`src/rtl/snn_ctrl_pkg.sv`:
```
// Shared types and default sizing for the SNN control sequencers.
package snn_ctrl_pkg;

  localparam int unsigned N_POST_DEF    = 256;
  localparam int unsigned TIME_STEP_DEF = 8;
  localparam int unsigned AER_WIDTH_DEF = 12;

  typedef enum logic [1:0] {ACC, STEP, REF} sweep_e;

  typedef enum logic [2:0] {IDLE, RD, EXE, SPK, DONE} state_e;

endpackage

```
`src/rtl/if_neuron_sched_if.sv`:
```
// Signal bundle between the IF neuron scheduler and its surroundings
// (AER FIFOs, command requesters, neuron core and state/weight SRAM).
interface if_neuron_sched_if #(
  parameter int unsigned N_POST    = snn_ctrl_pkg::N_POST_DEF,
  parameter int unsigned AER_WIDTH = snn_ctrl_pkg::AER_WIDTH_DEF,
  parameter int unsigned TIME_STEP = snn_ctrl_pkg::TIME_STEP_DEF
);
  localparam int unsigned POST_ADDR_W = $clog2(N_POST);
  localparam int unsigned TS_W        = $clog2(TIME_STEP);

  logic                             aer_in_valid;
  logic [AER_WIDTH-1:0]             aer_in_addr;
  logic                             aer_in_ready;
  logic                             step_req;
  logic                             ref_req;
  logic                             cmd_ack;
  logic                             sram_re;
  logic                             sram_we;
  logic [POST_ADDR_W-1:0]           sram_addr;
  logic [AER_WIDTH+POST_ADDR_W-1:0] syn_addr;
  logic                             neuron_event;
  logic                             time_step_event;
  logic                             time_ref_event;
  logic [TS_W-1:0]                  current_time_step;
  logic                             spike_in;
  logic                             aer_out_valid;
  logic [AER_WIDTH-1:0]             aer_out_addr;
  logic                             aer_out_ready;
  logic                             busy;

  modport master (
    output aer_in_valid, aer_in_addr, step_req, ref_req, spike_in, aer_out_ready,
    input  aer_in_ready, cmd_ack, sram_re, sram_we, sram_addr, syn_addr,
           neuron_event, time_step_event, time_ref_event, current_time_step,
           aer_out_valid, aer_out_addr, busy
  );

  modport slave (
    input  aer_in_valid, aer_in_addr, step_req, ref_req, spike_in, aer_out_ready,
    output aer_in_ready, cmd_ack, sram_re, sram_we, sram_addr, syn_addr,
           neuron_event, time_step_event, time_ref_event, current_time_step,
           aer_out_valid, aer_out_addr, busy
  );

endinterface

```
`src/rtl/if_sweep_cnt.sv`:
```
// Post-neuron sweep index counter plus the wrapping time-step counter.
module if_sweep_cnt #(
  parameter int unsigned N_POST    = 256,
  parameter int unsigned TIME_STEP = 8
) (
  input  logic                         CLK,
  input  logic                         RST,
  input  logic                         clr,
  input  logic                         inc,
  input  logic                         ts_inc,
  input  logic                         ts_clr,
  output logic [$clog2(N_POST)-1:0]    idx,
  output logic [$clog2(N_POST)-1:0]    idx_nxt,
  output logic                         last,
  output logic [$clog2(TIME_STEP)-1:0] ts
);
  localparam int unsigned POST_ADDR_W = $clog2(N_POST);
  localparam int unsigned TS_W        = $clog2(TIME_STEP);

  assign idx_nxt = idx + POST_ADDR_W'(1);
  assign last    = (idx == POST_ADDR_W'(N_POST - 1));

  always_ff @(posedge CLK) begin
    if (RST || clr) begin
      idx <= '0;
    end else if (inc) begin
      idx <= idx_nxt;
    end
  end

  // Time step wraps explicitly so non-power-of-two TIME_STEP also works.
  always_ff @(posedge CLK) begin
    if (RST || ts_clr) begin
      ts <= '0;
    end else if (ts_inc) begin
      ts <= (ts == TS_W'(TIME_STEP - 1)) ? '0 : ts + TS_W'(1);
    end
  end

endmodule

```
`src/rtl/if_neuron_sched.sv`:
```
// Sequencer that time-multiplexes one IF neuron update unit over N_POST
// neurons in state SRAM for accumulate, time-step and reference sweeps.
module if_neuron_sched
  import snn_ctrl_pkg::*;
#(
  parameter int unsigned N_POST    = N_POST_DEF,
  parameter int unsigned AER_WIDTH = AER_WIDTH_DEF,
  parameter int unsigned TIME_STEP = TIME_STEP_DEF
) (
  input logic              CLK,
  input logic              RST,
  if_neuron_sched_if.slave bus
);
  localparam int unsigned POST_ADDR_W = $clog2(N_POST);
  localparam int unsigned TS_W        = $clog2(TIME_STEP);

  state_e                           state;
  sweep_e                           sweep;
  logic [AER_WIDTH-1:0]             pre;
  logic                             idle_en;
  logic                             busy;
  logic                             sram_re;
  logic                             sram_we;
  logic [POST_ADDR_W-1:0]           sram_addr;
  logic [AER_WIDTH+POST_ADDR_W-1:0] syn_addr;
  logic                             neuron_event;
  logic                             time_step_event;
  logic                             time_ref_event;
  logic                             cmd_ack;
  logic                             aer_out_valid;
  logic [AER_WIDTH-1:0]             aer_out_addr;

  logic [POST_ADDR_W-1:0]           idx;
  logic [POST_ADDR_W-1:0]           idx_nxt;
  logic                             last;
  logic [TS_W-1:0]                  ts;
  logic                             adv;
  logic                             cnt_clr;
  logic                             cnt_inc;
  logic                             ts_inc;
  logic                             ts_clr;

  // Move past the current neuron: after EXE (no spike) or a completed spike handshake.
  always_comb begin
    adv     = ((state == EXE) && !((sweep == STEP) && bus.spike_in)) ||
              ((state == SPK) && bus.aer_out_ready);
    cnt_clr = (state == IDLE) || (state == DONE);
    cnt_inc = adv && !last;
    ts_inc  = adv && last && (sweep == STEP);
    ts_clr  = adv && last && (sweep == REF);
  end

  if_sweep_cnt #(
    .N_POST   (N_POST),
    .TIME_STEP(TIME_STEP)
  ) u_cnt (
    .CLK    (CLK),
    .RST    (RST),
    .clr    (cnt_clr),
    .inc    (cnt_inc),
    .ts_inc (ts_inc),
    .ts_clr (ts_clr),
    .idx    (idx),
    .idx_nxt(idx_nxt),
    .last   (last),
    .ts     (ts)
  );

  // Events are refused whenever a step/ref request is pending.
  assign bus.aer_in_ready = idle_en && !bus.step_req && !bus.ref_req;

  always_ff @(posedge CLK) begin
    if (RST) begin
      state           <= IDLE;
      sweep           <= ACC;
      pre             <= '0;
      idle_en         <= 1'b0;
      busy            <= 1'b0;
      sram_re         <= 1'b0;
      sram_we         <= 1'b0;
      sram_addr       <= '0;
      syn_addr        <= '0;
      neuron_event    <= 1'b0;
      time_step_event <= 1'b0;
      time_ref_event  <= 1'b0;
      cmd_ack         <= 1'b0;
      aer_out_valid   <= 1'b0;
      aer_out_addr    <= '0;
    end else begin
      sram_re         <= 1'b0;
      sram_we         <= 1'b0;
      neuron_event    <= 1'b0;
      time_step_event <= 1'b0;
      time_ref_event  <= 1'b0;
      cmd_ack         <= 1'b0;
      unique case (state)
        IDLE: begin
          idle_en <= 1'b1;
          if (bus.ref_req) begin
            state          <= EXE;
            sweep          <= REF;
            idle_en        <= 1'b0;
            busy           <= 1'b1;
            sram_we        <= 1'b1;
            sram_addr      <= '0;
            time_ref_event <= 1'b1;
          end else if (bus.step_req) begin
            state     <= RD;
            sweep     <= STEP;
            idle_en   <= 1'b0;
            busy      <= 1'b1;
            sram_re   <= 1'b1;
            sram_addr <= '0;
            syn_addr  <= {pre, {POST_ADDR_W{1'b0}}};
          end else if (bus.aer_in_valid && bus.aer_in_ready) begin
            state     <= RD;
            sweep     <= ACC;
            pre       <= bus.aer_in_addr;
            idle_en   <= 1'b0;
            busy      <= 1'b1;
            sram_re   <= 1'b1;
            sram_addr <= '0;
            syn_addr  <= {bus.aer_in_addr, {POST_ADDR_W{1'b0}}};
          end
        end
        RD: begin
          state           <= EXE;
          sram_we         <= 1'b1;
          sram_addr       <= idx;
          neuron_event    <= (sweep == ACC);
          time_step_event <= (sweep == STEP);
          time_ref_event  <= (sweep == REF);
        end
        EXE: begin
          if ((sweep == STEP) && bus.spike_in) begin
            state         <= SPK;
            aer_out_valid <= 1'b1;
            aer_out_addr  <= AER_WIDTH'(idx);
          end
        end
        SPK: begin
          if (bus.aer_out_ready) begin
            aer_out_valid <= 1'b0;
          end
        end
        DONE: begin
          state   <= IDLE;
          busy    <= 1'b0;
          idle_en <= 1'b1;
        end
        default: state <= IDLE;
      endcase

      // Next neuron, or close the sweep; accumulate sweeps end without DONE/ack.
      if (adv) begin
        if (last) begin
          if (sweep == ACC) begin
            state   <= IDLE;
            busy    <= 1'b0;
            idle_en <= 1'b1;
          end else begin
            state   <= DONE;
            cmd_ack <= 1'b1;
          end
        end else if (sweep == REF) begin
          state          <= EXE;
          sram_we        <= 1'b1;
          sram_addr      <= idx_nxt;
          time_ref_event <= 1'b1;
        end else begin
          state     <= RD;
          sram_re   <= 1'b1;
          sram_addr <= idx_nxt;
          syn_addr  <= {pre, idx_nxt};
        end
      end
    end
  end

  assign bus.busy              = busy;
  assign bus.sram_re           = sram_re;
  assign bus.sram_we           = sram_we;
  assign bus.sram_addr         = sram_addr;
  assign bus.syn_addr          = syn_addr;
  assign bus.neuron_event      = neuron_event;
  assign bus.time_step_event   = time_step_event;
  assign bus.time_ref_event    = time_ref_event;
  assign bus.cmd_ack           = cmd_ack;
  assign bus.current_time_step = ts;
  assign bus.aer_out_valid     = aer_out_valid;
  assign bus.aer_out_addr      = aer_out_addr;

endmodule

```
`src/flat_wrapper.sv`:
```
// flat-port wrapper written by rule: the top's interface ports become plain ports
module if_neuron_sched_flat import snn_ctrl_pkg::*;
#(
  parameter int unsigned N_POST    = N_POST_DEF,
  parameter int unsigned AER_WIDTH = AER_WIDTH_DEF,
  parameter int unsigned TIME_STEP = TIME_STEP_DEF
)
  (CLK, RST, bus_aer_in_valid, bus_aer_in_addr, bus_step_req, bus_ref_req, bus_spike_in, bus_aer_out_ready, bus_aer_in_ready, bus_cmd_ack, bus_sram_re, bus_sram_we, bus_sram_addr, bus_syn_addr, bus_neuron_event, bus_time_step_event, bus_time_ref_event, bus_current_time_step, bus_aer_out_valid, bus_aer_out_addr, bus_busy);
  if_neuron_sched_if #(.N_POST(N_POST), .AER_WIDTH(AER_WIDTH), .TIME_STEP(TIME_STEP)) bus_i ();
  input logic CLK;
  input logic RST;
  input wire logic [$bits(bus_i.aer_in_valid)-1:0] bus_aer_in_valid;
  input wire logic [$bits(bus_i.aer_in_addr)-1:0] bus_aer_in_addr;
  input wire logic [$bits(bus_i.step_req)-1:0] bus_step_req;
  input wire logic [$bits(bus_i.ref_req)-1:0] bus_ref_req;
  input wire logic [$bits(bus_i.spike_in)-1:0] bus_spike_in;
  input wire logic [$bits(bus_i.aer_out_ready)-1:0] bus_aer_out_ready;
  output wire logic [$bits(bus_i.aer_in_ready)-1:0] bus_aer_in_ready;
  output wire logic [$bits(bus_i.cmd_ack)-1:0] bus_cmd_ack;
  output wire logic [$bits(bus_i.sram_re)-1:0] bus_sram_re;
  output wire logic [$bits(bus_i.sram_we)-1:0] bus_sram_we;
  output wire logic [$bits(bus_i.sram_addr)-1:0] bus_sram_addr;
  output wire logic [$bits(bus_i.syn_addr)-1:0] bus_syn_addr;
  output wire logic [$bits(bus_i.neuron_event)-1:0] bus_neuron_event;
  output wire logic [$bits(bus_i.time_step_event)-1:0] bus_time_step_event;
  output wire logic [$bits(bus_i.time_ref_event)-1:0] bus_time_ref_event;
  output wire logic [$bits(bus_i.current_time_step)-1:0] bus_current_time_step;
  output wire logic [$bits(bus_i.aer_out_valid)-1:0] bus_aer_out_valid;
  output wire logic [$bits(bus_i.aer_out_addr)-1:0] bus_aer_out_addr;
  output wire logic [$bits(bus_i.busy)-1:0] bus_busy;
  assign bus_i.aer_in_valid = bus_aer_in_valid;
  assign bus_i.aer_in_addr = bus_aer_in_addr;
  assign bus_i.step_req = bus_step_req;
  assign bus_i.ref_req = bus_ref_req;
  assign bus_i.spike_in = bus_spike_in;
  assign bus_i.aer_out_ready = bus_aer_out_ready;
  assign bus_aer_in_ready = bus_i.aer_in_ready;
  assign bus_cmd_ack = bus_i.cmd_ack;
  assign bus_sram_re = bus_i.sram_re;
  assign bus_sram_we = bus_i.sram_we;
  assign bus_sram_addr = bus_i.sram_addr;
  assign bus_syn_addr = bus_i.syn_addr;
  assign bus_neuron_event = bus_i.neuron_event;
  assign bus_time_step_event = bus_i.time_step_event;
  assign bus_time_ref_event = bus_i.time_ref_event;
  assign bus_current_time_step = bus_i.current_time_step;
  assign bus_aer_out_valid = bus_i.aer_out_valid;
  assign bus_aer_out_addr = bus_i.aer_out_addr;
  assign bus_busy = bus_i.busy;
  if_neuron_sched #(.N_POST(N_POST), .AER_WIDTH(AER_WIDTH), .TIME_STEP(TIME_STEP)) u_core (.CLK(CLK), .RST(RST), .bus(bus_i));
endmodule
```
`config.mk`:
```
export PLATFORM = sky130hd
export DESIGN_NAME = if_neuron_sched_flat
export DESIGN_NICKNAME = d
export VERILOG_FILES = /design/src/rtl/snn_ctrl_pkg.sv /design/src/rtl/if_neuron_sched_if.sv /design/src/rtl/if_sweep_cnt.sv /design/src/rtl/if_neuron_sched.sv /design/src/flat_wrapper.sv
export SDC_FILE = /design/constraint.sdc
export NUM_CORES = 1
export LEC_CHECK = 0
export ABC_AREA = 0
export BUFFER_PORTS_ARGS = -buffer_cell sky130_fd_sc_hd__buf_2
export CAP_MARGIN = 20
export CORE_UTILIZATION = 45
export CTS_CLUSTER_DIAMETER = 80
export DETAILED_ROUTE_END_ITERATION = 7
export PLACE_DENSITY = 0.68
export SLEW_MARGIN = 40
export SYNTH_ARGS = -nofsm -noshare
export SYNTH_HDL_FRONTEND = slang
export SYNTH_HIERARCHICAL = 1
export SYNTH_SLANG_ARGS = --single-unit
```
`constraint.sdc`:
```
create_clock -name CLK -period 3.3 [get_ports CLK]
set_clock_uncertainty 0.15 [all_clocks]
set_input_delay 0.33 -clock CLK [delete_from_list [all_inputs] [get_ports CLK]]
set_output_delay 0.33 -clock CLK [all_outputs]
set_load 0.02 [all_outputs]
```
==> flow_summary.ini <==
[setup_path]
r2r_cells = 10
worstPathCellList = ha_1, nand3_2, nor2_1, and3_1, inv_1, nand4_2, clkinv_1, nand4_2, xor2_1, nor2_1
crit_required_ns = 3.37
worst_path_largest_cell_delay_ns = 0.47
cp-start-kind = register
crit_fanout = 15
cpMaxStageDelayCell = dfxtp_1
cp-end-kind = register
worstPathBufferInverterCount = 2
crit_cells = 10
cp.arrival_ns = 2.88
worstSetupPathType = reg -> reg
cp_top_family = simple AND/OR/NAND/NOR gates

[placement]
port_buffers = 66
dp_cells = 501
hpwl_mm = 5.111
gp_congestion = 0.8325

[sta]
setup-violations-final = 0
rsz0062_at_grt = false
period_share = 0.8524
hold_violations = 0
hold-worst-slack_ns = 0.08281
tns_ns = 0
tightestPinTransition_ns = 0.7430
fmax_mhz = 355.5
finalCriticalPeriod_ns = 2.813
slew_headroom = 0.5009
final_max_slew_viol_count = 0

[routing]
ant_nets = 0
wl_per_cell_um = 14.21
vias = 2832
viasPerCell = 5.467
firstDrtPassIters = 4
drt-initial-drc-count = 176
drc = 0
routed_wl_mm = 7.359

[clock_tree]
cts_resized = 0
cts_tree = done
clockRootBuffer = clkbuf_8
cts_buffers = 9
cts_setup_buffers = 0
cts_buffer_depth = 2
cts_sinks = 73
ctsHoldBuffers = 0
clk_pin_slew_ns = 0.07
h-tree-depth = 3
clock_latency_ns = 0.34

[logic_synthesis]
syn_inst = 361
ys_seq_area_frac = 0.4482
synthFlopType = dfxtp_1
ys_types = 56
synthesis.area_um2 = 3261
ys_warn_count = 6
synthArstFlopShare = 0
yosys.area.top_type_share = 0.4482
synthMostInstantiatedCell = dfxtp_1
syn_avg_cell_area_um2 = 9.032
ys_top_cells_by_count = 73 x dfxtp_1, 39 x a21oi_1, 34 x nand2_1, 34 x nor2_1, 17 x nor3_1
synth-edff-count = 0
synth_seq_cells = 73
synth_largest_area_cell = dfxtp_1
yosys-top-cells-area = dfxtp_1 45%, a21oi_1 6.0%, o221a_2 4.1%, nand2_1 3.9%, nor2_1 3.9%

[global_routing]
grt_usage = 0.2058
met1_usage = 0.2507
gr-total-overflow = 0
grt_first_pass_wirelength_mm = 12.06
met3_usage = 0.06066
grt_max_degree = 51
grt_pass1_vias = 2563
met2_usage = 0.3472
antenna_found_initial = 0
grt_most_used_layer = met2

[finish]
syn_to_final_growth_pct = 15.27
antennaDiodeCount = 0
fin_nets = 439
utilization = 0.5442
fill_cells = 688
final_layout_size_suffix_gt1_frac = 0.2536
stdcell_count = 518

[power_and_ir_drop]
irDropWorstVdd_mv = 0.2286
leakage_uw = 0.001578
power.density_nw_per_um2 = 539.0
p_total_uw = 2026

[die]
start_util = 0.4721
io_pins = 71
rows = 30
coreArea_um2 = 6907
fp.dieArea_um2 = 7590
fp.dieH_um = 87.12
chipWidth_um = 87.12

[flow_run]
maxCapViolCount = 0

[hold_path]
hold_class = in -> reg
holdPathStages = 3

[run_status]
outcome = complete, no violations
[worst min-delay path: stages]
cell     delay, ns
buf_2         0.10
nand2_1       0.05
a21oi_1       0.05
[sequential cells by signal, summed over array words and instances, names as in the netlist]
name and count:
u_core/u_cnt/idx 8, u_core/bus.sram_addr 8, u_core/bus.busy 1, u_core/bus.aer_out_addr 8
u_core/bus.aer_out_valid 1, u_core/bus.sram_we 1, u_core/state 3, u_core/idle_en 1
u_core/bus.time_ref_event 1, u_core/pre 12, u_core/bus.neuron_event 1, u_core/bus.syn_addr 20
u_core/bus.time_step_event 1, u_core/sweep 2, u_core/bus.sram_re 1, u_core/bus.cmd_ack 1
u_core/u_cnt/ts 3
[report_power, final]
group	switching (uW)	internal, uW	total [uW]	leakage [uW]
clock	306	369	675	0.0000974
combinational	239	132	370	0.000887
sequential	44.9	936	980	0.000594
total	590	1440	2030	0.00158
[layer usage]
layer | routed length (um) | share of wire
met4 | 77 | 0.010
met2 | 3532 | 0.48
met1 | 3269 | 0.44
met5 | 0 | 0
met3 | 479 | 0.065
[cell families after synthesis]
family | share of synthesized area
and+or+nand+nor | 0.2103
AOI/OAI and AO/OA | 0.1865
DFF | 0.4482
buffers and inverters | 0.07521
muxes | 0.04029
xor gates and xnor gates | 0.02686
adders and majority gates | 0.01151
other | 0.001150
[per-stage QoR]
step | setup slack [ns] | area (um2)
after floorplan | 0.9459 | 3272
after global placement | 0.6649 | 3556
after detailed placement | 0.5450 | 3556
after CTS | 0.5079 | 3745
after global routing | 0.2433 | 3759
final | 0.4871 | 3759
[cell usage in the layout (no fill, tap or decap), types with 4 or more instances in the layout]
master    count
a21oi_1      39
nand3_1      12
o211ai_1      8
dfxtp_1      73
buf_2        65
nor3_1       17
a221oi_1      8
inv_1        16
conb_1        4
clkbuf_8     10
o21ai_0       6
nand2_1      34
mux2i_1      12
nor2_1       34
o221a_2      12
xor2_1        7
[final cells by class]
cell class	instances	area, um2	area share
clock buffer	13	148.9	0.03961
multi-input combinational	247	1565	0.4164
tap	96	120.1	0.03196
inverter	17	63.81	0.01698
sequential	73	1461	0.3888
timing repair buffer	69	359.1	0.09554
clock inverter	3	40.04	0.01065
[path summary, 6_finish.rpt]
kind / startpoint / end / slack, ns
setup / recovery: u_core/u_cnt/idx[0] / u_core/u_cnt/idx[3] / 0.49
hold / removal: bus_aer_in_addr[11] / u_core/pre[11] / 0.08
setup reg to reg: u_core/u_cnt/idx[0] / u_core/u_cnt/idx[3] / 0.49
hold reg to reg: u_core/pre[10] / u_core/pre[10] / 0.31
Note: power is estimated with default switching activity, not from simulation.
